--- config.mk ---
export PLATFORM = sky130hd
export DESIGN_NAME = ctrl_pipe
export DESIGN_NICKNAME = d
export VERILOG_FILES = /design/src/rtl/ctrl_pkg.sv /design/src/rtl/ctrl_stage_reg.sv /design/src/rtl/ctrl_pipe.sv
export SDC_FILE = /design/constraint.sdc
export NUM_CORES = 1
export LEC_CHECK = 0
export CORE_ASPECT_RATIO = 1.1
export CORE_MARGIN = 4
export CORE_UTILIZATION = 41
export DETAILED_ROUTE_END_ITERATION = 8
export MAX_ROUTING_LAYER = met4
export PLACE_DENSITY = 0.72
export SKIP_LAST_GASP = 1
export SYNTH_ARGS = -nofsm -noshare
export SYNTH_HDL_FRONTEND = slang
export SYNTH_SLANG_ARGS = --single-unit
export TNS_END_PERCENT = 30
--- constraint.sdc ---
create_clock -name clk -period 2.5 [get_ports clk]
set_input_delay 0.25 -clock clk [delete_from_list [all_inputs] [get_ports clk]]
set_output_delay 0.25 -clock clk [all_outputs]
set_load 0.02 [all_outputs]
--- src/rtl/ctrl_pkg.sv ---
// Shared decode constants and the pipelined control word for ctrl_pipe.
package ctrl_pkg;

  localparam logic [6:0] OP_LOAD   = 7'b0000011;
  localparam logic [6:0] OP_STORE  = 7'b0100011;
  localparam logic [6:0] OP_BRANCH = 7'b1100011;
  localparam logic [6:0] OP_JALR   = 7'b1100111;
  localparam logic [6:0] OP_RTYPE  = 7'b0110011;

  localparam logic [2:0] F3_BYTE = 3'b000;
  localparam logic [2:0] F3_WORD = 3'b010;
  localparam logic [2:0] F3_BEQ  = 3'b000;
  localparam logic [2:0] F3_JALR = 3'b000;
  localparam logic [2:0] F3_ADD  = 3'b000;

  localparam logic [6:0] F7_ADD = 7'b0000000;
  localparam logic [6:0] F7_SUB = 7'b0100000;
  localparam logic [6:0] F7_MUL = 7'b0000001;

  localparam logic [1:0] ALUOP_ADD   = 2'b00;
  localparam logic [1:0] ALUOP_SUB   = 2'b01;
  localparam logic [1:0] ALUOP_RTYPE = 2'b10;

  typedef struct packed {
    logic       reg_write;
    logic       mem_write;
    logic       load;
    logic       branch;
    logic       jump;
    logic       byte_sel;
    logic       alu_src;
    logic       mem_to_reg;
    logic [1:0] aluop;
    logic       mul;
  } ctrl_t;

  localparam ctrl_t CTRL_NOP = '0;
  localparam int    CTRL_W   = $bits(ctrl_t);

endpackage

--- src/rtl/ctrl_stage_reg.sv ---
// Pipeline control register with hold and clear-to-NOP; a bubble wins over a load.
module ctrl_stage_reg #(
  parameter int W = 16
) (
  input  logic         clk,
  input  logic         rst_n,
  input  logic         en,
  input  logic         bubble,
  input  logic [W-1:0] d,
  output logic [W-1:0] q
);

  logic [W-1:0] q_q;
  logic [W-1:0] q_d;

  always_comb begin
    q_d = q_q;
    if (bubble) begin
      q_d = '0;
    end else if (en) begin
      q_d = d;
    end else begin
      q_d = q_q;
    end
  end

  always_ff @(posedge clk or negedge rst_n) begin
    if (!rst_n) begin
      q_q <= '0;
    end else begin
      q_q <= q_d;
    end
  end

  assign q = q_q;

endmodule

--- src/rtl/ctrl_pipe.sv ---
// Main control unit: D-stage decode, E/M/W control registers and hazard control.
module ctrl_pipe
  import ctrl_pkg::*;
#(
  parameter int unsigned MUL_LAT = 3,
  parameter bit          EN_MUL  = 1'b1,
  parameter int          RW      = 5
) (
  input  logic          clk,
  input  logic          reset,
  input  logic          ihit,
  input  logic          dhit,
  input  logic [6:0]    opcode,
  input  logic [2:0]    funct3,
  input  logic [6:0]    funct7,
  input  logic [RW-1:0] rs1_d,
  input  logic [RW-1:0] rs2_d,
  input  logic [RW-1:0] rd_d,
  input  logic          zero_e,
  output logic          stall_f,
  output logic          stall_d,
  output logic          flush_d,
  output logic          redirect_e,
  output logic          alu_src_e,
  output logic [1:0]    aluop_e,
  output logic          mul_e,
  output logic          mem_write_m,
  output logic          byte_m,
  output logic          reg_write_w,
  output logic          mem_to_reg_w,
  output logic          byte_w,
  output logic [RW-1:0] rd_w,
  output logic          illegal_d
);

  localparam int          SW           = CTRL_W + RW;
  localparam logic [3:0]  MUL_CNT_INIT = 4'(MUL_LAT - 1);

  ctrl_t          dec_ctrl_s, ctrl_e_s, ctrl_m_s, ctrl_w_s;
  logic           dec_illegal_s;
  logic [RW-1:0]  rd_e_s;
  logic [SW-1:0]  e_out_s, m_out_s, w_out_s;
  logic           mul_busy_s, redirect_s, load_use_s, mul_enter_s;
  logic           stall_f_s, stall_d_s, flush_d_s;
  logic           en_e_s, bub_e_s, en_m_s, bub_m_s, en_w_s;
  logic [3:0]     mul_cnt_q, mul_cnt_d;
  logic           unused_ok_s;

  always_comb begin
    dec_ctrl_s    = CTRL_NOP;
    dec_illegal_s = 1'b0;
    if (!ihit) begin
      dec_ctrl_s    = CTRL_NOP;
      dec_illegal_s = 1'b0;
    end else begin
      case (opcode)
        OP_LOAD: begin
          if ((funct3 == F3_BYTE) || (funct3 == F3_WORD)) begin
            dec_ctrl_s.reg_write  = 1'b1;
            dec_ctrl_s.load       = 1'b1;
            dec_ctrl_s.alu_src    = 1'b1;
            dec_ctrl_s.mem_to_reg = 1'b1;
            dec_ctrl_s.byte_sel   = (funct3 == F3_BYTE);
          end else begin
            dec_illegal_s = 1'b1;
          end
        end
        OP_STORE: begin
          if ((funct3 == F3_BYTE) || (funct3 == F3_WORD)) begin
            dec_ctrl_s.mem_write = 1'b1;
            dec_ctrl_s.alu_src   = 1'b1;
            dec_ctrl_s.byte_sel  = (funct3 == F3_BYTE);
          end else begin
            dec_illegal_s = 1'b1;
          end
        end
        OP_BRANCH: begin
          if (funct3 == F3_BEQ) begin
            dec_ctrl_s.branch = 1'b1;
            dec_ctrl_s.aluop  = ALUOP_SUB;
          end else begin
            dec_illegal_s = 1'b1;
          end
        end
        OP_JALR: begin
          if (funct3 == F3_JALR) begin
            dec_ctrl_s.jump      = 1'b1;
            dec_ctrl_s.reg_write = 1'b1;
            dec_ctrl_s.alu_src   = 1'b1;
            dec_ctrl_s.aluop     = ALUOP_ADD;
          end else begin
            dec_illegal_s = 1'b1;
          end
        end
        OP_RTYPE: begin
          if ((funct3 == F3_ADD) && ((funct7 == F7_ADD) || (funct7 == F7_SUB))) begin
            dec_ctrl_s.reg_write = 1'b1;
            dec_ctrl_s.aluop     = ALUOP_RTYPE;
          end else if ((funct3 == F3_ADD) && (funct7 == F7_MUL) && (EN_MUL == 1'b1)) begin
            dec_ctrl_s.reg_write = 1'b1;
            dec_ctrl_s.aluop     = ALUOP_RTYPE;
            dec_ctrl_s.mul       = 1'b1;
          end else begin
            dec_illegal_s = 1'b1;
          end
        end
        default: dec_illegal_s = 1'b1;
      endcase
    end
  end

  assign {ctrl_e_s, rd_e_s} = e_out_s;
  assign ctrl_m_s           = m_out_s[SW-1 -: CTRL_W];
  assign ctrl_w_s           = w_out_s[SW-1 -: CTRL_W];

  assign mul_busy_s = ctrl_e_s.mul & (mul_cnt_q != 4'd0);
  assign redirect_s = (ctrl_e_s.branch & zero_e) | ctrl_e_s.jump;
  assign load_use_s = ctrl_e_s.load & (rd_e_s != '0) &
                      ((rd_e_s == rs1_d) | (rd_e_s == rs2_d));

  // Hazard priority: d-miss freeze, MUL hold, redirect, load-use, i-miss.
  always_comb begin
    stall_f_s = 1'b0;
    stall_d_s = 1'b0;
    flush_d_s = 1'b0;
    en_e_s    = 1'b1;
    bub_e_s   = 1'b0;
    en_m_s    = 1'b1;
    bub_m_s   = 1'b0;
    en_w_s    = 1'b1;
    if (!dhit) begin
      stall_f_s = 1'b1;
      stall_d_s = 1'b1;
      en_e_s    = 1'b0;
      en_m_s    = 1'b0;
      en_w_s    = 1'b0;
    end else if (mul_busy_s) begin
      stall_f_s = 1'b1;
      stall_d_s = 1'b1;
      en_e_s    = 1'b0;
      bub_m_s   = 1'b1;
    end else if (redirect_s) begin
      flush_d_s = 1'b1;
      bub_e_s   = 1'b1;
    end else if (load_use_s) begin
      stall_f_s = 1'b1;
      stall_d_s = 1'b1;
      bub_e_s   = 1'b1;
    end else if (!ihit) begin
      stall_f_s = 1'b1;
    end else begin
      stall_f_s = 1'b0;
    end
  end

  assign mul_enter_s = en_e_s & ~bub_e_s & dec_ctrl_s.mul;

  always_comb begin
    mul_cnt_d = mul_cnt_q;
    if (!dhit) begin
      mul_cnt_d = mul_cnt_q;
    end else if (mul_enter_s) begin
      mul_cnt_d = MUL_CNT_INIT;
    end else if (mul_cnt_q != 4'd0) begin
      mul_cnt_d = mul_cnt_q - 4'd1;
    end else begin
      mul_cnt_d = mul_cnt_q;
    end
  end

  always_ff @(posedge clk or negedge reset) begin
    if (!reset) begin
      mul_cnt_q <= 4'd0;
    end else begin
      mul_cnt_q <= mul_cnt_d;
    end
  end

  ctrl_stage_reg #(.W(SW)) u_reg_e (
    .clk(clk), .rst_n(reset), .en(en_e_s), .bubble(bub_e_s),
    .d({dec_ctrl_s, rd_d}), .q(e_out_s)
  );
  ctrl_stage_reg #(.W(SW)) u_reg_m (
    .clk(clk), .rst_n(reset), .en(en_m_s), .bubble(bub_m_s),
    .d(e_out_s), .q(m_out_s)
  );
  ctrl_stage_reg #(.W(SW)) u_reg_w (
    .clk(clk), .rst_n(reset), .en(en_w_s), .bubble(1'b0),
    .d(m_out_s), .q(w_out_s)
  );

  assign stall_f      = stall_f_s;
  assign stall_d      = stall_d_s;
  assign flush_d      = flush_d_s;
  assign redirect_e   = redirect_s;
  assign illegal_d    = dec_illegal_s;
  assign alu_src_e    = ctrl_e_s.alu_src;
  assign aluop_e      = ctrl_e_s.aluop;
  assign mul_e        = ctrl_e_s.mul;
  assign mem_write_m  = ctrl_m_s.mem_write;
  assign byte_m       = ctrl_m_s.byte_sel;
  assign reg_write_w  = ctrl_w_s.reg_write;
  assign mem_to_reg_w = ctrl_w_s.mem_to_reg;
  assign byte_w       = ctrl_w_s.byte_sel;
  assign rd_w         = w_out_s[RW-1:0];

  // Control bits that later stages carry but this block does not drive out.
  assign unused_ok_s = ^{ctrl_e_s, ctrl_m_s, ctrl_w_s, m_out_s[RW-1:0]};

endmodule

## Word-level counts from Yosys, hierarchy flattened

Index checks and enable logic that the tools add are counted.

| storage, ports and cells | value |
|---|---|
| logic and storage cells | 91 |
| output and inout port bits | 19 |
| register bits after elaboration | 52 |

| operators by class | value |
|---|---|
| add/subtract/negate cells | 1 |
| mux-type cells | 53 |
| bitwise operators | 9 |
| equal/unequal tests | 10 |
| reduce and logical (&&, ||, !) cells | 14 |

Operator list:

| operator | number |
|---|---|
| 16-bit 2-to-1 mux | 4 |
| 1-bit 2-to-1 mux | 37 |
| 7-bit by 6-bit == test with 1-bit output, second input constant | 3 |
| 7-bit == test, second input constant | 2 |
| 11-bit 2-to-1 mux | 1 |
| 5-bit == test | 2 |
| 1-bit one-hot mux with 3 select lines | 3 |
| 4-bit 2-to-1 mux | 2 |
| 7-bit by 1-bit == test with 1-bit output, second input constant | 1 |
| 7-bit by 2-bit == test with 1-bit output, second input constant | 1 |
| 7-bit logical NOT | 1 |
| 1-bit AND | 6 |
| 3-bit 2-to-1 mux | 2 |
| 2-bit nonzero test | 3 |
| 5-bit nonzero test | 1 |
| 2-bit 2-to-1 mux | 2 |
| 2-bit one-hot mux with 2 select lines | 1 |
| 4-bit nonzero test | 1 |
| 2-bit OR reduction | 2 |
| 4-bit by 1-bit subtractor with 4-bit output, second input constant | 1 |
| 3-bit by 2-bit == test with 1-bit output, second input constant | 1 |
| 3-bit logical NOT | 1 |
| 1-bit logical AND | 2 |
| 1-bit logical OR | 2 |
| other kinds (4) | 5 |

## Logic depth before layout (Yosys ltp)

Gate-level depths: netlist of run 1.

| depth | value |
|---|---|
| depth after elaboration | 12 |
| gate-level depth with buffers | 9 |

## Hierarchy

A second synthesis of run 1 with hierarchy kept.

| unflattened totals | value |
|---|---|
| cells, all modules | 250 |
| area, all modules | 2,622.5 um^2 |

By module, submodules not included:

| module | times used | cells an instance | area an instance (um^2) |
|---|---|---|---|
| ctrl_stage_reg | 3 | 52 | 660.6 |
| ctrl_pipe | 1 | 94 | 640.6 |

## Least setup slack after synthesis of run 1

No wires, ideal clock.

| path | value |
|---|---|
| path kind | register -> output |
| start point | register mul_cnt_q[0] |
| end point | output stall_f |
| arrival time | 1.911 ns |
| stages on the path, launching flop included | 8 |
| path slack | 0.339 ns |
| data required time | 2.250 ns |
| path through | dfrtp_1 inv_1 ha_1 or3b_1 buf_2 a21oi_4 clkbuf_1 o21ai_0 |

| on the way | value |
|---|---|
| cells in the longest elaborated chain, start to end | 4 |

Ends and longest elaborated chain:

| element | line | text |
|---|---|---|
| start, declared | ctrl_pipe.sv:46 | `logic [3:0] mul_cnt_q, mul_cnt_d;` |
| start signal, assigned | ctrl_pipe.sv:175 | `mul_cnt_q <= mul_cnt_d;` |
| 4-bit nonzero test | ctrl_pipe.sv:116 | `assign mul_busy_s = ctrl_e_s.mul & (mul_cnt_q != 4'd0);` |
| 1-bit AND | ctrl_pipe.sv:116 |  |
| 1-bit 2-to-1 mux | ctrl_pipe.sv:137 | `end else if (mul_busy_s) begin` |
| 1-bit 2-to-1 mux | ctrl_pipe.sv:131 | `if (!dhit) begin` |
| end, declared | ctrl_pipe.sv:20 | `output logic stall_f,` |

Every way passes these cells.

## Worst setup path after layout of run 1

| path | value |
|---|---|
| start point | register mul_cnt_q[0] |
| end point | output stall_d |

| on the way | value |
|---|---|
| cells in the longest elaborated chain, start to end | 4 |

Ends and longest elaborated chain:

| element | line | text |
|---|---|---|
| 4-bit nonzero test | ctrl_pipe.sv:116 |  |
| 1-bit AND | ctrl_pipe.sv:116 |  |
| 1-bit 2-to-1 mux | ctrl_pipe.sv:137 |  |
| 1-bit 2-to-1 mux | ctrl_pipe.sv:131 |  |
| end, declared | ctrl_pipe.sv:21 | `output logic stall_d,` |

Every way passes these cells.

==> results of run 1 <==
==> layer usage <==
layer	part of all wire, %	wire (um)
met5	0	0
met4	1.9	76
met1	43	1720
met3	4.7	190
met2	51	2040
==> worst max path at each step <==
stage	from	endpoint	slack [ps]	depth (start not counted)
after floorplan	mul_cnt_q[0]$_DFFE_PN0P_	stall_f	340	7
after global placement	funct3[2]	illegal_d	80	7
after detailed placement	rs2_d[0]	stall_f	50	7
after CTS	mul_cnt_q[0]$_DFFE_PN0P_	flush_d	-40	7
after global routing	mul_cnt_q[0]$_DFFE_PN0P_	stall_d	-120	6
final	mul_cnt_q[0]$_DFFE_PN0P_	stall_d	-0.9	6
==> state kept, by name, summed over array words and instances, names as in the netlist <==
register	count
u_reg_w.q	8
u_reg_m.q	9
mul_cnt_q	4
u_reg_e.q	14
==> worst register-to-register path, stage by stage (launching register included) <==
cell                       delay [ps]
sky130_fd_sc_hd__dfrtp_1          420
sky130_fd_sc_hd__inv_1             70
sky130_fd_sc_hd__ha_1             190
sky130_fd_sc_hd__or3b_4           450
sky130_fd_sc_hd__a21oi_4          190
sky130_fd_sc_hd__buf_4            160
sky130_fd_sc_hd__and2_1           160
sky130_fd_sc_hd__buf_4            150
sky130_fd_sc_hd__o211ai_1         100
sky130_fd_sc_hd__o21ai_0          190
==> report_power, final <==
part           total [W]  internal [W]  switching [W]
combinational   0.000324      0.000179       0.000145
sequential      0.000685      0.000628      0.0000570
clock           0.000401      0.000216       0.000185
==> kinds of logic after synthesis <==
group           count (synthesis)  share of synthesized area [%]
compound gates                 41                           16.0
xor+xnor                       10                           5.00
simple gates                   64                           19.2
fa+ha+maj                       1                          0.715
buf+inv                        14                           3.86
mux                             8                           5.15
flops                          35                           50.0
==> cell usage in the layout, fill, tap and decap left out, types with 5 or more instances in the layout <==
cell type,synthesis,routed
sky130_fd_sc_hd__clkdlybuf4s50_1,0,53
sky130_fd_sc_hd__xor2_1,10,10
sky130_fd_sc_hd__buf_4,3,18
sky130_fd_sc_hd__dfrtp_1,35,35
sky130_fd_sc_hd__o21ai_0,17,17
sky130_fd_sc_hd__clkbuf_8,0,6
sky130_fd_sc_hd__nand2_1,29,29
sky130_fd_sc_hd__a22o_1,9,9
sky130_fd_sc_hd__mux2_2,8,8
sky130_fd_sc_hd__nor2_1,5,5
==> final cells by class <==
type	instances	area, um^2	share of cell area (%)
sequential	35	876	34.4
clock buffer	6	82.6	3.25
clock inverter	1	5.00	0.197
timing repair buffer	73	687	27.0
multi-input combinational	124	810	31.8
inverter	5	18.8	0.738
tap	52	65.1	2.56
==> timing repair <==
item | in CTS | in global routing
gates resized for setup | 2 | 1
pin swaps | 0 | 0
endpoints found under the setup margin | 3 | 3
==> through the flow <==
| stage | hold WS, ps | instance area [um^2] | utilization (%) |
|---|---|---|---|
| global route | 437 | 2540 | 62.7 |
| floorplan | -45.6 | 1750 | - |
| finish | 389 | 2540 | 62.7 |
| detailed placement | 471 | 2450 | 60.5 |
| global placement | 468 | 2450 | 60.5 |
| CTS | 399 | 2540 | 62.7 |
==> results.cfg, run 1 <==
[timing]
hold_violations = 0
rsz0062_at_grt = yes
worst_pin_slew_ps = 436
timing.clock.skew_ps = 1.90
setup_total_negative_slack_ps = -0.898
finalSetupViolCount = 1
slew_viol_final = 0
fmax_ghz = 0.400
final.setup.worst_slack_ps = -0.898
timing.slew.headroom_pct = 70.9
fin_crit_ps = 2500
layout_worst_path_cycle_share_pct = 100

[place]
place_worst_setup_slack_ps = 46.8
port-buffer-count = 55
placed_cells = 289
gp_congestion = 0.847
dpl.hpwl_um = 3160

[outcome]
failed_checks = negative setup slack
status = finished with violations

[layout]
final_cell_count_no_fill = 296
antenna-diode-count = 0
layout-drive-gt1-share_pct = 14.8
area.growth.synth_to_final_pct = 45.3
fillCellCount = 341
finish.net_count = 282

[pwr]
power_per_cell_area_nw_per_um2 = 554
post-layout-total-power_w = 0.00141
power_leakage_nw = 1.13
max-vdd-ir-drop_mv = 0.227

[setup_path]
path_cells = inv_1, ha_1, or3b_4, a21oi_4, o31ai_1, clkdlybuf4s50_1
worst-r2r-cell-count = 9
cp_max_fo = 7
crit-reg2reg-launch = mul_cnt_q[0]$_DFFE_PN0P_
slowest_delay_ps = 560
worst_path_max_delay_cell = sky130_fd_sc_hd__clkdlybuf4s50_1
reg2reg_to = u_reg_e.q[9]$_DFFE_PN0P_
worst_setup_path_end_kind = primary output
worst_path_dominant_cell_family = buffers and inverters
regToRegSetupSlack_ps = 320
critical_path.startpoint_type = register
worst_path_class_setup = reg -> out
required_arrival_time_at_the_worst_endpoint_ps = 2250
critical_path_buf_inv_count = 2
cp.arrival_ps = 2250

[floorplan]
die_height_um = 76.5
top_level_ports = 56
die-area_um2 = 5380
area_inside_the_core_boundary_um2 = 4050
initial_utilization_pct = 43.2
die_x_um = 70.3
placementRows = 24

[clock_tree]
post_cts_buffers = 0
cts_htree_levels = 2
cts_hold_repair.buffers = 0
clkSlewWorstSetupHoldPaths_ps = 70
tritoncts.num_buffers = 5
insertion_delay_ps = 280
clockBufferDepth = 2
cts.sinks = 35
tritoncts_clock_tree = done
clk_root_buffer_cell = sky130_fd_sc_hd__clkbuf_8

[synth]
post-synth-top-count-cell = sky130_fd_sc_hd__dfrtp_1
synth_area_leaders = sky130_fd_sc_hd__dfrtp_1 50%, sky130_fd_sc_hd__nand2_1 6.2%, sky130_fd_sc_hd__mux2_2 5.1%, sky130_fd_sc_hd__xor2_1 5.0%, sky130_fd_sc_hd__o21ai_0 4.9%
synth_top_cell_by_area = sky130_fd_sc_hd__dfrtp_1
async_reset_ff_share_pct = 100
synth.yosys.warnings = 0
synth_area_per_cell_um2 = 10.1
ys_top_cells_by_count = 35 x sky130_fd_sc_hd__dfrtp_1, 29 x sky130_fd_sc_hd__nand2_1, 17 x sky130_fd_sc_hd__o21ai_0
syn_nets = 211
synthesis.area_um2 = 1750
area_fraction_of_the_dominant_cell_type_after_synthesis_pct = 50.0
ys_seq_area_share_pct = 50.0
synthDistinctLibCells = 36
synth_enable_flop_cells = 0
gate_count_after_technology_mapping = 173
synth_flop_cell = sky130_fd_sc_hd__dfrtp_1
ys_ff_latch = 35

[min_path]
worst_hold_path_type = in -> async

[drt]
post_detailed_route_drc_marker_count = 0
dr.pass1.iters = 4
viasPerCell = 5.19
detailedRoute.firstIterationViolations = 66
final_antenna_net_count = 0
vias = 1535
avgRoutedWirePerCell_um = 13.6
routed_wirelength_um = 4020

[grt]
track_usage_pct = 16.7
grt_busiest_layer = met2
gr-total-overflow = 0
grt_pass1_wl_um = 7060
groute.layer.met2.usage_pct = 28.0
pin_count_of_the_biggest_net_entering_global_routing = 36
grt.met1_usage_pct = 19.6
grt.met3_usage_pct = 2.77
grt_antenna_before_repair = 0
vias_in_the_first_global_route = 1548

[flow_run]
timing.max_cap.violations = 0
No activity file was read; power rests on OpenSTA's default activity.
==> run 2, diff against run 1 <==
CORE_UTILIZATION = 46   (was 41)
PLACE_DENSITY = 0.8   (was 0.72)
==> results.cfg, run 2 (same netlist as run 1, synthesis figures left out) <==
[grt]
gr-total-overflow = 0
grt_pass1_wl_um = 6960
track_usage_pct = 19.4
grt_antenna_before_repair = 0
vias_in_the_first_global_route = 1649
pin_count_of_the_biggest_net_entering_global_routing = 36

[setup_path]
worst_path_class_setup = reg -> out
critical_path.startpoint_type = register
cp.arrival_ps = 2250
slowest_delay_ps = 560
cp_max_fo = 7
worst_path_max_delay_cell = sky130_fd_sc_hd__clkdlybuf4s50_1
worst_setup_path_end_kind = primary output
path_cells = inv_1, ha_1, or3b_4, a21oi_4, o31ai_1, clkdlybuf4s50_1
required_arrival_time_at_the_worst_endpoint_ps = 2250

[clock_tree]
cts_hold_repair.buffers = 0
tritoncts_clock_tree = done
cts.sinks = 35
clk_root_buffer_cell = sky130_fd_sc_hd__clkbuf_8
clkSlewWorstSetupHoldPaths_ps = 70
tritoncts.num_buffers = 5
clockBufferDepth = 2
insertion_delay_ps = 280
cts_htree_levels = 2

[drt]
avgRoutedWirePerCell_um = 13.8
wl_met3_um = 172
post_detailed_route_drc_marker_count = 0
dr.pass1.iters = 4
viasPerCell = 5.34
wl_met1_um = 1780
routed_wirelength_um = 4040
final_antenna_net_count = 0
highest_metal_layer_with_signal_wires = met4
wl_met2_um = 2000
detailedRoute.firstIterationViolations = 63
vias = 1566

[timing]
layout_worst_path_cycle_share_pct = 99.9
slew_viol_final = 0
worst_pin_slew_ps = 428
finalSetupViolCount = 0
final.setup.worst_slack_ps = 1.90
timing.slew.headroom_pct = 71.5
hold_violations = 0
hold_slack_ps = 365
fmax_ghz = 0.400
fin_crit_ps = 2500
timing.clock.skew_ps = 6.70
rsz0062_at_grt = yes

[layout]
area.growth.synth_to_final_pct = 44.7
multi_input_comb_area_um2 = 810
mostFrequentLayoutCell = sky130_fd_sc_hd__clkdlybuf4s50_1
layout_common_cells = 53 x sky130_fd_sc_hd__clkdlybuf4s50_1, 35 x sky130_fd_sc_hd__dfrtp_1, 29 x sky130_fd_sc_hd__nand2_1
largest_register_ffs = 14
ff_latch_area_um2 = 876
layout-drive-gt1-share_pct = 14.4
antenna-diode-count = 0
finish.net_count = 281
fillCellCount = 310

[outcome]
status = complete, no violations

[flow_run]
timing.max_cap.violations = 0

[min_path]
worst_hold_path_type = in -> async

[floorplan]
initial_utilization_pct = 47.9
die_x_um = 66.8
die_height_um = 72.7
die-area_um2 = 4860
area_inside_the_core_boundary_um2 = 3650
placementRows = 23
top_level_ports = 56

[place]
place_worst_setup_slack_ps = 32.2
gp_congestion = 0.848
port-buffer-count = 55
dpl.hpwl_um = 3230

[pwr]
power_per_cell_area_nw_per_um2 = 559
max-vdd-ir-drop_mv = 0.299
power_leakage_nw = 1.11
## run 2: cell types whose count changed in the layout (fill, tap and decap cells not counted), sizes merged
cell and delta:
buf -1
## run 2: routing by layer
metal,vias to the layer above,track usage [%]
met3,7,4.62
met1,762,22.6
met4,0,9.26
met5,-,-
met2,39,31.4
li1,758,-
## run 2: layout make-up
cell class | count | share of cell area [%]
Tap cell | 50 | 2.47
Sequential cell | 35 | 34.6
Clock inverter | 1 | 0.198
Inverter | 5 | 0.741
Timing Repair Buffer | 72 | 26.8
Clock buffer | 6 | 3.26
Multi-Input combinational cell | 124 | 32.0
## run 2: path summary, 6_finish.rpt
kind / start / endpoint / slack, ps / cells after the start
worst max-delay path: mul_cnt_q[0]$_DFFE_PN0P_ / stall_d / 2 / 6
worst min-delay path: reset / u_reg_e.q[3]$_DFFE_PN0P_ / 370 / 2
worst max register to register: mul_cnt_q[0]$_DFFE_PN0P_ / u_reg_e.q[10]$_DFFE_PN0P_ / 380 / 9
worst min register to register: u_reg_e.q[14]$_DFFE_PN0P_ / u_reg_e.q[14]$_DFFE_PN0P_ / 480 / 2
max in group asynchronous: reset / u_reg_e.q[11]$_DFFE_PN0P_ / 1820 / 2
min in group clk: u_reg_e.q[14]$_DFFE_PN0P_ / u_reg_e.q[14]$_DFFE_PN0P_ / 480 / 2
## run 2: where the power goes
part           total [W]  internal (W)  leakage (nW)  switching [W]
Clock           0.000405      0.000216        0.0470       0.000189
Sequential      0.000687      0.000628         0.458      0.0000588
Combinational   0.000325      0.000180         0.608       0.000146
Total            0.00142       0.00102          1.11       0.000394
## run 2: worst max-delay path: cells and delay by family (launching register included)
family          cells  cell delay (ps)
buf+inv             2              630
simple gates        1              440
flops               1              420
compound gates      2              290
fa+ha+maj           1              190
## run 2: what timing repair did
item                       CTS  global route
setup endpoints to repair    3             4
setup buffers                1             0
pin swaps                    1             0
resized for setup            1             2
## run 2: through the flow
stage	cells	setup TNS [ps]	util, %	cell area, um^2	total power (W)
after floorplan	173	0	-	1750	0.000856
after global placement	285	0	66.6	2430	0.000998
after detailed placement	285	0	66.6	2430	0.00102
after CTS	293	-157	69.2	2530	0.00143
after global routing	293	-109	69.3	2530	0.00150
final	293	0	69.3	2530	0.00142
